## config.mk

```make
export PLATFORM = sky130hd
export DESIGN_NAME = bot_motion_sequencer
export DESIGN_NICKNAME = d
export VERILOG_FILES = /design/src/rtl/bot_motion_sequencer.sv
export SDC_FILE = /design/constraint.sdc
export NUM_CORES = 1
export LEC_CHECK = 0
export ABC_AREA = 1
export CORE_UTILIZATION = 45
export CTS_CLUSTER_DIAMETER = 40
export CTS_CLUSTER_SIZE = 28
export DETAILED_ROUTE_END_ITERATION = 8
export GPL_TIMING_DRIVEN = 0
export PLACE_DENSITY = 0.65
export SLEW_MARGIN = 10
export SYNTH_ARGS = -nofsm -noshare
export SYNTH_HDL_FRONTEND = slang
export SYNTH_SLANG_ARGS = --single-unit
```

## constraint.sdc

```tcl
create_clock -name clk50 -period 3.4 [get_ports clk50]
set_clock_uncertainty 0.15 [all_clocks]
set_input_delay 0.51 -clock clk50 [delete_from_list [all_inputs] [get_ports clk50]]
set_output_delay 0.51 -clock clk50 [all_outputs]
set_load 0.01 [all_outputs]
```

## src/rtl/bot_motion_sequencer.sv

```systemverilog
// Purpose: queues timed motor commands and plays them to RojoBot MotCtl_in, one per duration.
// Latency: a write into an empty FIFO while idle reaches MotCtl_out one edge after it is sampled.
// Backpressure: writes are dropped when the FIFO is full with no same-edge pop; a drop sets overflow.
module bot_motion_sequencer #(
    parameter int DEPTH = 4,
    parameter int CNT_W = 3
) (
    input  logic             clk50,
    input  logic             Reset_N,
    input  logic             cmd_wr,
    input  logic [15:0]      cmd_data,
    input  logic             upd_tick,
    input  logic             pause,
    input  logic             abort,
    output logic [7:0]       MotCtl_out,
    output logic             busy,
    output logic             cmd_done,
    output logic             cmd_full,
    output logic [CNT_W-1:0] cmd_count,
    output logic             overflow,
    output logic [7:0]       remaining
);

    localparam int AW = $clog2(DEPTH);

    typedef enum logic [1:0] {IDLE, RUN, PAUSE} state_t;

    state_t           r_state;
    logic [15:0]      r_mem [DEPTH];
    logic [AW-1:0]    r_wr_ptr;
    logic [AW-1:0]    r_rd_ptr;
    logic [CNT_W-1:0] r_count;
    logic             r_tick_prev;
    logic [7:0]       r_mot_out;
    logic [7:0]       r_mot_saved;
    logic [7:0]       r_remaining;
    logic             r_done;
    logic             r_overflow;

    logic             w_tick_edge;
    logic             w_nonempty;
    logic             w_last_tick;
    logic             w_pop;
    logic             w_push;
    logic [15:0]      w_head;
    logic [7:0]       w_head_dur;

    assign w_tick_edge = upd_tick & ~r_tick_prev;
    assign w_nonempty  = (r_count != '0);
    // Final tick of the running command; pause wins over a coincident tick.
    assign w_last_tick = (r_state == RUN) & ~pause & w_tick_edge & (r_remaining == 8'd1);
    assign w_pop       = ~abort & w_nonempty & ((r_state == IDLE) | w_last_tick);
    // A full FIFO still takes a write when the head leaves on the same edge.
    assign w_push      = cmd_wr & ~abort & ((r_count != CNT_W'(DEPTH)) | w_pop);
    assign w_head      = r_mem[r_rd_ptr];
    assign w_head_dur  = (w_head[7:0] == 8'd0) ? 8'd1 : w_head[7:0];

    assign MotCtl_out = r_mot_out;
    assign busy       = (r_state != IDLE);
    assign cmd_done   = r_done;
    assign cmd_full   = (r_count == CNT_W'(DEPTH));
    assign cmd_count  = r_count;
    assign overflow   = r_overflow;
    assign remaining  = r_remaining;

    // Previous upd_tick sample for rising-edge detection, independent of state.
    always_ff @(posedge clk50 or negedge Reset_N) begin
        if (!Reset_N) r_tick_prev <= 1'b0;
        else          r_tick_prev <= upd_tick;
    end

    // Command storage; contents are don't-care whenever the count says empty.
    always_ff @(posedge clk50) begin
        if (w_push) r_mem[r_wr_ptr] <= cmd_data;
    end

    // Wrap-around pointers, occupancy and the sticky drop flag.
    always_ff @(posedge clk50 or negedge Reset_N) begin
        if (!Reset_N) begin
            r_wr_ptr   <= '0;
            r_rd_ptr   <= '0;
            r_count    <= '0;
            r_overflow <= 1'b0;
        end else if (abort) begin
            r_wr_ptr   <= '0;
            r_rd_ptr   <= '0;
            r_count    <= '0;
            r_overflow <= 1'b0;
        end else begin
            if (w_push) r_wr_ptr <= r_wr_ptr + 1'b1;
            if (w_pop)  r_rd_ptr <= r_rd_ptr + 1'b1;
            r_count <= r_count + CNT_W'(w_push) - CNT_W'(w_pop);
            if (cmd_wr && !w_push) r_overflow <= 1'b1;
        end
    end

    // Sequencer FSM with registered motor byte, countdown and done pulse.
    always_ff @(posedge clk50 or negedge Reset_N) begin
        if (!Reset_N) begin
            r_state     <= IDLE;
            r_mot_out   <= 8'h00;
            r_mot_saved <= 8'h00;
            r_remaining <= 8'd0;
            r_done      <= 1'b0;
        end else begin
            r_done <= 1'b0;
            if (abort) begin
                r_state     <= IDLE;
                r_mot_out   <= 8'h00;
                r_mot_saved <= 8'h00;
                r_remaining <= 8'd0;
            end else begin
                case (r_state)
                    IDLE: begin
                        if (w_pop) begin
                            r_mot_out   <= w_head[15:8];
                            r_mot_saved <= w_head[15:8];
                            r_remaining <= w_head_dur;
                            r_state     <= RUN;
                        end
                    end
                    RUN: begin
                        if (pause) begin
                            r_mot_out <= 8'h00;
                            r_state   <= PAUSE;
                        end else if (w_tick_edge) begin
                            if (r_remaining == 8'd1) begin
                                r_done <= 1'b1;
                                if (w_pop) begin
                                    r_mot_out   <= w_head[15:8];
                                    r_mot_saved <= w_head[15:8];
                                    r_remaining <= w_head_dur;
                                end else begin
                                    r_mot_out   <= 8'h00;
                                    r_mot_saved <= 8'h00;
                                    r_remaining <= 8'd0;
                                    r_state     <= IDLE;
                                end
                            end else begin
                                r_remaining <= r_remaining - 8'd1;
                            end
                        end
                    end
                    PAUSE: begin
                        if (!pause) begin
                            r_mot_out <= r_mot_saved;
                            r_state   <= RUN;
                        end
                    end
                    default: r_state <= IDLE;
                endcase
            end
        end
    end

endmodule

```

### Yosys cells after proc, flatten, opt, wreduce, memory -nomap -nowiden

Memories as Yosys holds them, arrays and structs flattened.
Index checks and enable logic that the tools add are counted.

* memories kept: 1
* input bits: 22
* register bits: 36
* output and inout port bits: 23
* RAM bits: 64
* logic and storage cells: 98

* reduce and logical (&&, ||, !) cells: 15
* mux-type cells: 41
* bitwise logic cells: 13
* $add $sub $neg: 5
* equality and inequality tests: 13

Memories
* r_mem: words 4, bits a word 16, rd ports 1, clocked after memory_dff 0, wr ports 1, line 29 `logic [15:0] r_mem [DEPTH];`

Operators with widths (number)
* $mux W8: 16
* $pmux W8 S2: 2
* $pmux W8 S3: 1
* $mux W2: 11
* $ne A3 B3 Y1 const B: 5
* $reduce_and A5 Y1: 3
* $mux W1: 9
* $and A1 B1 Y1: 8
* $eq A8 B1 Y1 const B: 1
* $logic_not A8 Y1: 1
* $ne A4 B4 Y1 const B: 2
* $reduce_bool A2 Y1: 4
* $sub A8 B1 Y8 const B: 1
* $pmux W2 S3: 1
* $reduce_bool A3 Y1: 2
* $add A2 B1 Y2 const B: 2
* $ne A4 B3 Y1 const B: 1
* $reduce_and A4 Y1: 1
* $reduce_bool A4 Y1: 1
* $add A3 B1 Y3: 1
* $eq A3 B3 Y1 const B: 1
* $mux W3: 1
* $ne A3 B2 Y1 const B: 1
* $not A1 Y1: 3
* 7 further kinds: 8

### Depth between registers and ports, before layout

* depth after elaboration: 12
* mapped depth: 15
* depth with buffers taken out: 15

### Worst setup path before layout

Ideal clock, no wire load.

* path type: reg2reg
* start: register r_remaining[1] (netlist: remaining[1])
* end: memory r_mem[0][0] (enable)
* required time: 2861 ps
* arrival time: 2030 ps
* path slack: 831 ps
* stages on the path, launching flop included: 11
* cells stage by stage: dfrtp_1 -> inv_1 -> ha_1 -> nand2_1 -> nor2_1 -> nand2_1 -> nand2_2 -> nand2_4 -> nand2_2 -> nand3_2 -> nor2_1

* word-level cells in the longest chain between the ends: 8

Ends and longest elaborated chain
* from (decl): line 36 `logic [7:0] r_remaining;`
* from (signal assigned): line 118 `r_remaining <= w_head_dur;`
* from (signal assigned): line 132 `r_remaining <= w_head_dur;`
* from (signal assigned): line 140 `r_remaining <= r_remaining - 8'd1;`
* $eq A8 B1 Y1: line 51 `assign w_last_tick = (r_state == RUN) & ~pause & w_tick_edge & (r_remaining == 8'd1);`
* $and A1 B1 Y1: line 51
* $or A1 B1 Y1: line 52 `assign w_pop = ~abort & w_nonempty & ((r_state == IDLE) | w_last_tick);`
* $and A1 B1 Y1: line 52
* $or A1 B1 Y1: line 54 `assign w_push = cmd_wr & ~abort & ((r_count != CNT_W'(DEPTH)) | w_pop);`
* $and A1 B1 Y1: line 54
* $mux W1: line 74 `if (w_push) r_mem[r_wr_ptr] <= cmd_data;`
* $mux W1 (implied by the code): line 74
* to (decl): line 29

Every way passes these cells.

### Worst setup path after layout

* start: register r_state[1]
* end: register r_count[2] (netlist: cmd_count[2])

* word-level cells in the longest chain between the ends: 11
* elaborated cells between the ends (all ways): 12
* classes of those cells: 2 x add/sub; 1 x eq/ne; 1 x mux; 7 x bitwise; 1 x reduce/logical

Ends and longest elaborated chain
* from (decl): line 28 `state_t r_state;`
* from (signal assigned): line 100 `r_state <= IDLE;`
* from (signal assigned): line 108 `r_state <= IDLE;`
* from (signal assigned): line 119 `r_state <= RUN;`
* $eq A2 B1 Y1: line 51
* $and A1 B1 Y1 (3 in series): line 51
* $or A1 B1 Y1 (*): line 52
* $and A1 B1 Y1 (*): line 52
* $or A1 B1 Y1: line 54
* $and A1 B1 Y1: line 54
* $add A3 B1 Y3: line 92 `r_count <= r_count + CNT_W'(w_push) - CNT_W'(w_pop);`
* $sub A3 B1 Y3 (*): line 92
* $mux W3 (*): line 84 `end else if (abort) begin`
* to (signal assigned): line 92
* to (decl): line 32 `logic [CNT_W-1:0] r_count;`

Mark *: on every way between the ends. The rest lies on a longest branch, timed or not.
A chain may end at the register's enable or synchronous reset.

==> key figures <==
Run status
  • Status: completed

Route
  • Final WL: 9300 um
  • Vias per cell: 5.01
  • DRT iter0 DRCs: 217
  • TritonRoute pass-1 iters: 5
  • Residual DRC count: 0
  • Drt wl/cell: 14.0 um
  • Final ANT Viol Nets: 0
  • Via total after detailed routing: 3,324

Synth
  • Post-synthesis cell count: 465
  • Async SR Flop Fraction: 36.0%
  • Synth top area cells: edfxtp_1, dfrtp_1, nand2_1
  • Top_reg_cell synth: edfxtp_1
  • Mapped Area: 0.00467 mm^2
  • Seq cells post-synth: 100
  • Syn nets: 499
  • Biggest area consumer among synthesized cells: edfxtp_1
  • Syn avg cell area: 10.0 um^2
  • Register area share after synthesis: 60.4%
  • Post-synthesis cell type count: 36
  • Post-synth EDFFs: 64
  • Yosys top cell area share: 41.1%
  • Ys Warns: 0

Global route
  • GR Util All Layers: 18.7%
  • Vias in the first global route: 3,206
  • GRT overflow: 0
  • First-pass GRT wire length: 15,900 um
  • Pin count of the biggest net entering global routing: 33
  • Initial antenna violation count: 0

Timing
  • Post-route minimum period: 2.75 ns
  • Fin crit share: 80.9%
  • Max Slew Vio Count: 0
  • Slew headroom: 64.1%
  • RSZ-0062 raised after global routing: false
  • Worst slew pin tran: 0.537 ns
  • Count of final setup violators: 0
  • Fmax: 0.364 GHz
  • Final hold vios: 0

Power
  • Switching share of power: 39.9%
  • Clk pwr share: 17.5%
  • Psw: 1660 uW
  • PD cells: 750 mW/mm^2
  • Final Power: 4160 uW
  • Pleak: 0.00240 uW
  • Internal Pwr Total: 2500 uW
  • Comb pwr share: 43.0%
  • Peak VDD IR: 0.282 mV
  • Seq pwr share: 39.6%

Cells and area
  • N_diodes: 0
  • Most common cell after layout, fill and taps aside: nand2_1
  • Finished Core Util: 56.0%
  • Fill count: 893
  • Area of the multi-input gates: 0.00161 mm^2
  • Final #Nets: 559
  • Area grow syn2layout: 18.7%
  • Most frequent cells in the layout: nand2_1, edfxtp_1, clkdlybuf4s50_1
  • Seq. cell area: 0.00282 mm^2
  • Layout cells sized above 1: 13.0%

Die
  • Starting Density: 47.1%
  • Core ar.: 0.00991 mm^2
  • Die W: 104 um
  • Die height: 104 um
  • Cell row count: 36
  • I/O pin total: 45
  • DIE AREA: 0.0108 mm^2

CTS
  • Clock buffer depth: 2
  • Clock sinks: 100
  • Clock Latency Late Sink: 0.36 ns
  • Post-CTS setup repair buffer count: 0
  • Clock Pin Slew Worst Setup and Hold Paths: 0.10 ns
  • TritonCTS clock tree: built
  • TritonCTS Buffers: 9
  • # H-tree levels: 3
  • Root Buffer: clkbuf_8

Job
  • Max-cap viol count: 0

Worst setup path
  • Kind of critical path: register to register
  • Critical path startpoint category: register
  • CP endpoint kind: register
  • Critical Path AT: 2.86 ns
  • CP Max Fanout: 9
  • CP required: 3.51 ns

Placement
  • IO buf count: 43
  • Hpwl dp: 6630 um
  • RD Place Congestion: 0.794

Worst hold path
  • Worst min-delay path class: input pin to register
## worst max-delay path: stages, from the launching register on
cell and delay (ns):
dfrtp_1 0.41, inv_1 0.10, ha_1 0.21, nand2_1 0.10, nor2_1 0.11, nand2_1 0.08, nand2_2 0.10, nand2_4 0.10
nand2_2 0.12, nand3_2 0.20, xor2_1 0.20, ha_1 0.15, inv_1 0.04, fa_1 0.37, xor2_1 0.16, nor2_1 0.05
## area by class of cell
type	count	area share [%]
Buffer	14	1.74
Timing Repair Buffer	49	9.16
Inverter	38	2.66
Sequential cell	100	50.9
Clock buffer	10	2.48
Multi-Input combinational cell	313	29.1
Tap cell	133	3.00
Clock inverter	6	0.948
## cell usage after synthesis, types with 3 or more instances
| library cell | n |
|---|---|
| inv_1 | 31 |
| buf_4 | 3 |
| nand3_1 | 38 |
| o21ai_0 | 14 |
| buf_6 | 3 |
| a21oi_1 | 29 |
| nor2_1 | 35 |
| inv_2 | 4 |
| ha_1 | 11 |
| dfrtp_1 | 36 |
| a22oi_1 | 8 |
| nand2_2 | 9 |
| edfxtp_1 | 64 |
| buf_2 | 8 |
| nor3_1 | 3 |
| xor2_1 | 4 |
| nor2_4 | 3 |
| nand2_1 | 139 |
## per-layer routing
layer	routed length (um)	share of wire (%)	global-route usage, %	vias to the layer above
met3	328	3.5	3.76	8
li1	-	-	-	1666
met2	4570	49	31.1	70
met1	4320	46	24.8	1580
met4	87	0.94	5.31	0
met5	0	0	0	-
## power groups by stage
| stage | Sequential (uW) | Clock (uW) | Combinational (uW) |
|---|---|---|---|
| after global routing | 1670 | 796 | 2040 |
| final | 1640 | 726 | 1790 |
| after CTS | 1640 | 745 | 1800 |
| after floorplan | 1680 | 0 | 1210 |
| after global placement | 1670 | 0 | 1750 |
| after detailed placement | 1670 | 0 | 1800 |
## path summary, 6_finish.rpt
path	slack, ns	depth (start not counted)	to	start
min	0.23	2	cmd_count[0]$_DFF_PN0_	abort
max in group asynchronous	2.36	3	remaining[6]$_DFFE_PN0P_	Reset_N
max	0.65	15	cmd_count[2]$_DFF_PN0_	r_state[1]$_DFFE_PN0P_
min reg2reg	0.34	2	MotCtl_out[7]$_DFFE_PN0P_	MotCtl_out[7]$_DFFE_PN0P_
min in group asynchronous	0.33	2	MotCtl_out[5]$_DFFE_PN0P_	Reset_N
max reg2reg	0.65	15	cmd_count[2]$_DFF_PN0_	r_state[1]$_DFFE_PN0P_
## cells by family (layout without fill, tap and decap cells)
kind of cell / after synthesis / count (layout) / synth area share (%)
compound gates: 59 / 59 / 7.50
buf+inv: 52 / 117 / 5.22
fa+ha+maj: 12 / 12 / 3.38
xor+xnor: 6 / 6 / 1.13
flops: 100 / 100 / 60.4
simple gates: 236 / 236 / 22.3
## repair_timing
item | in CTS | in global routing
hold endpoints to repair | 4 | 0
hold buffers | 1 | 0
gates resized for setup | 0 | 0
## flip-flops by register name, summed over array words and instances, names as in the netlist
register and cells:
MotCtl_out 8, r_mem 64, remaining 8, r_mot_saved 8, r_state 2, r_rd_ptr 2, cmd_done 1, r_tick_prev 1
overflow 1, cmd_count 3, r_wr_ptr 2
## per-stage QoR
stage / hold WS (ns) / setup WS (ns) / TNS, ns / instances / cell area [um^2]
6_report: 0.231 / 0.650 / 0 / 663 / 5550
5_1_grt: 0.219 / 0.418 / 0 / 663 / 5550
4_1_cts: 0.220 / 0.634 / 0 / 663 / 5550
3_5_place_dp: 0.196 / 0.280 / 0 / 646 / 5350
3_3_place_gp: 0.313 / -0.283 / -16.24 / 641 / 5270
2_1_floorplan: 0.0644 / 0.831 / 0 / 465 / 4670
(Power assumes the default switching activity.)
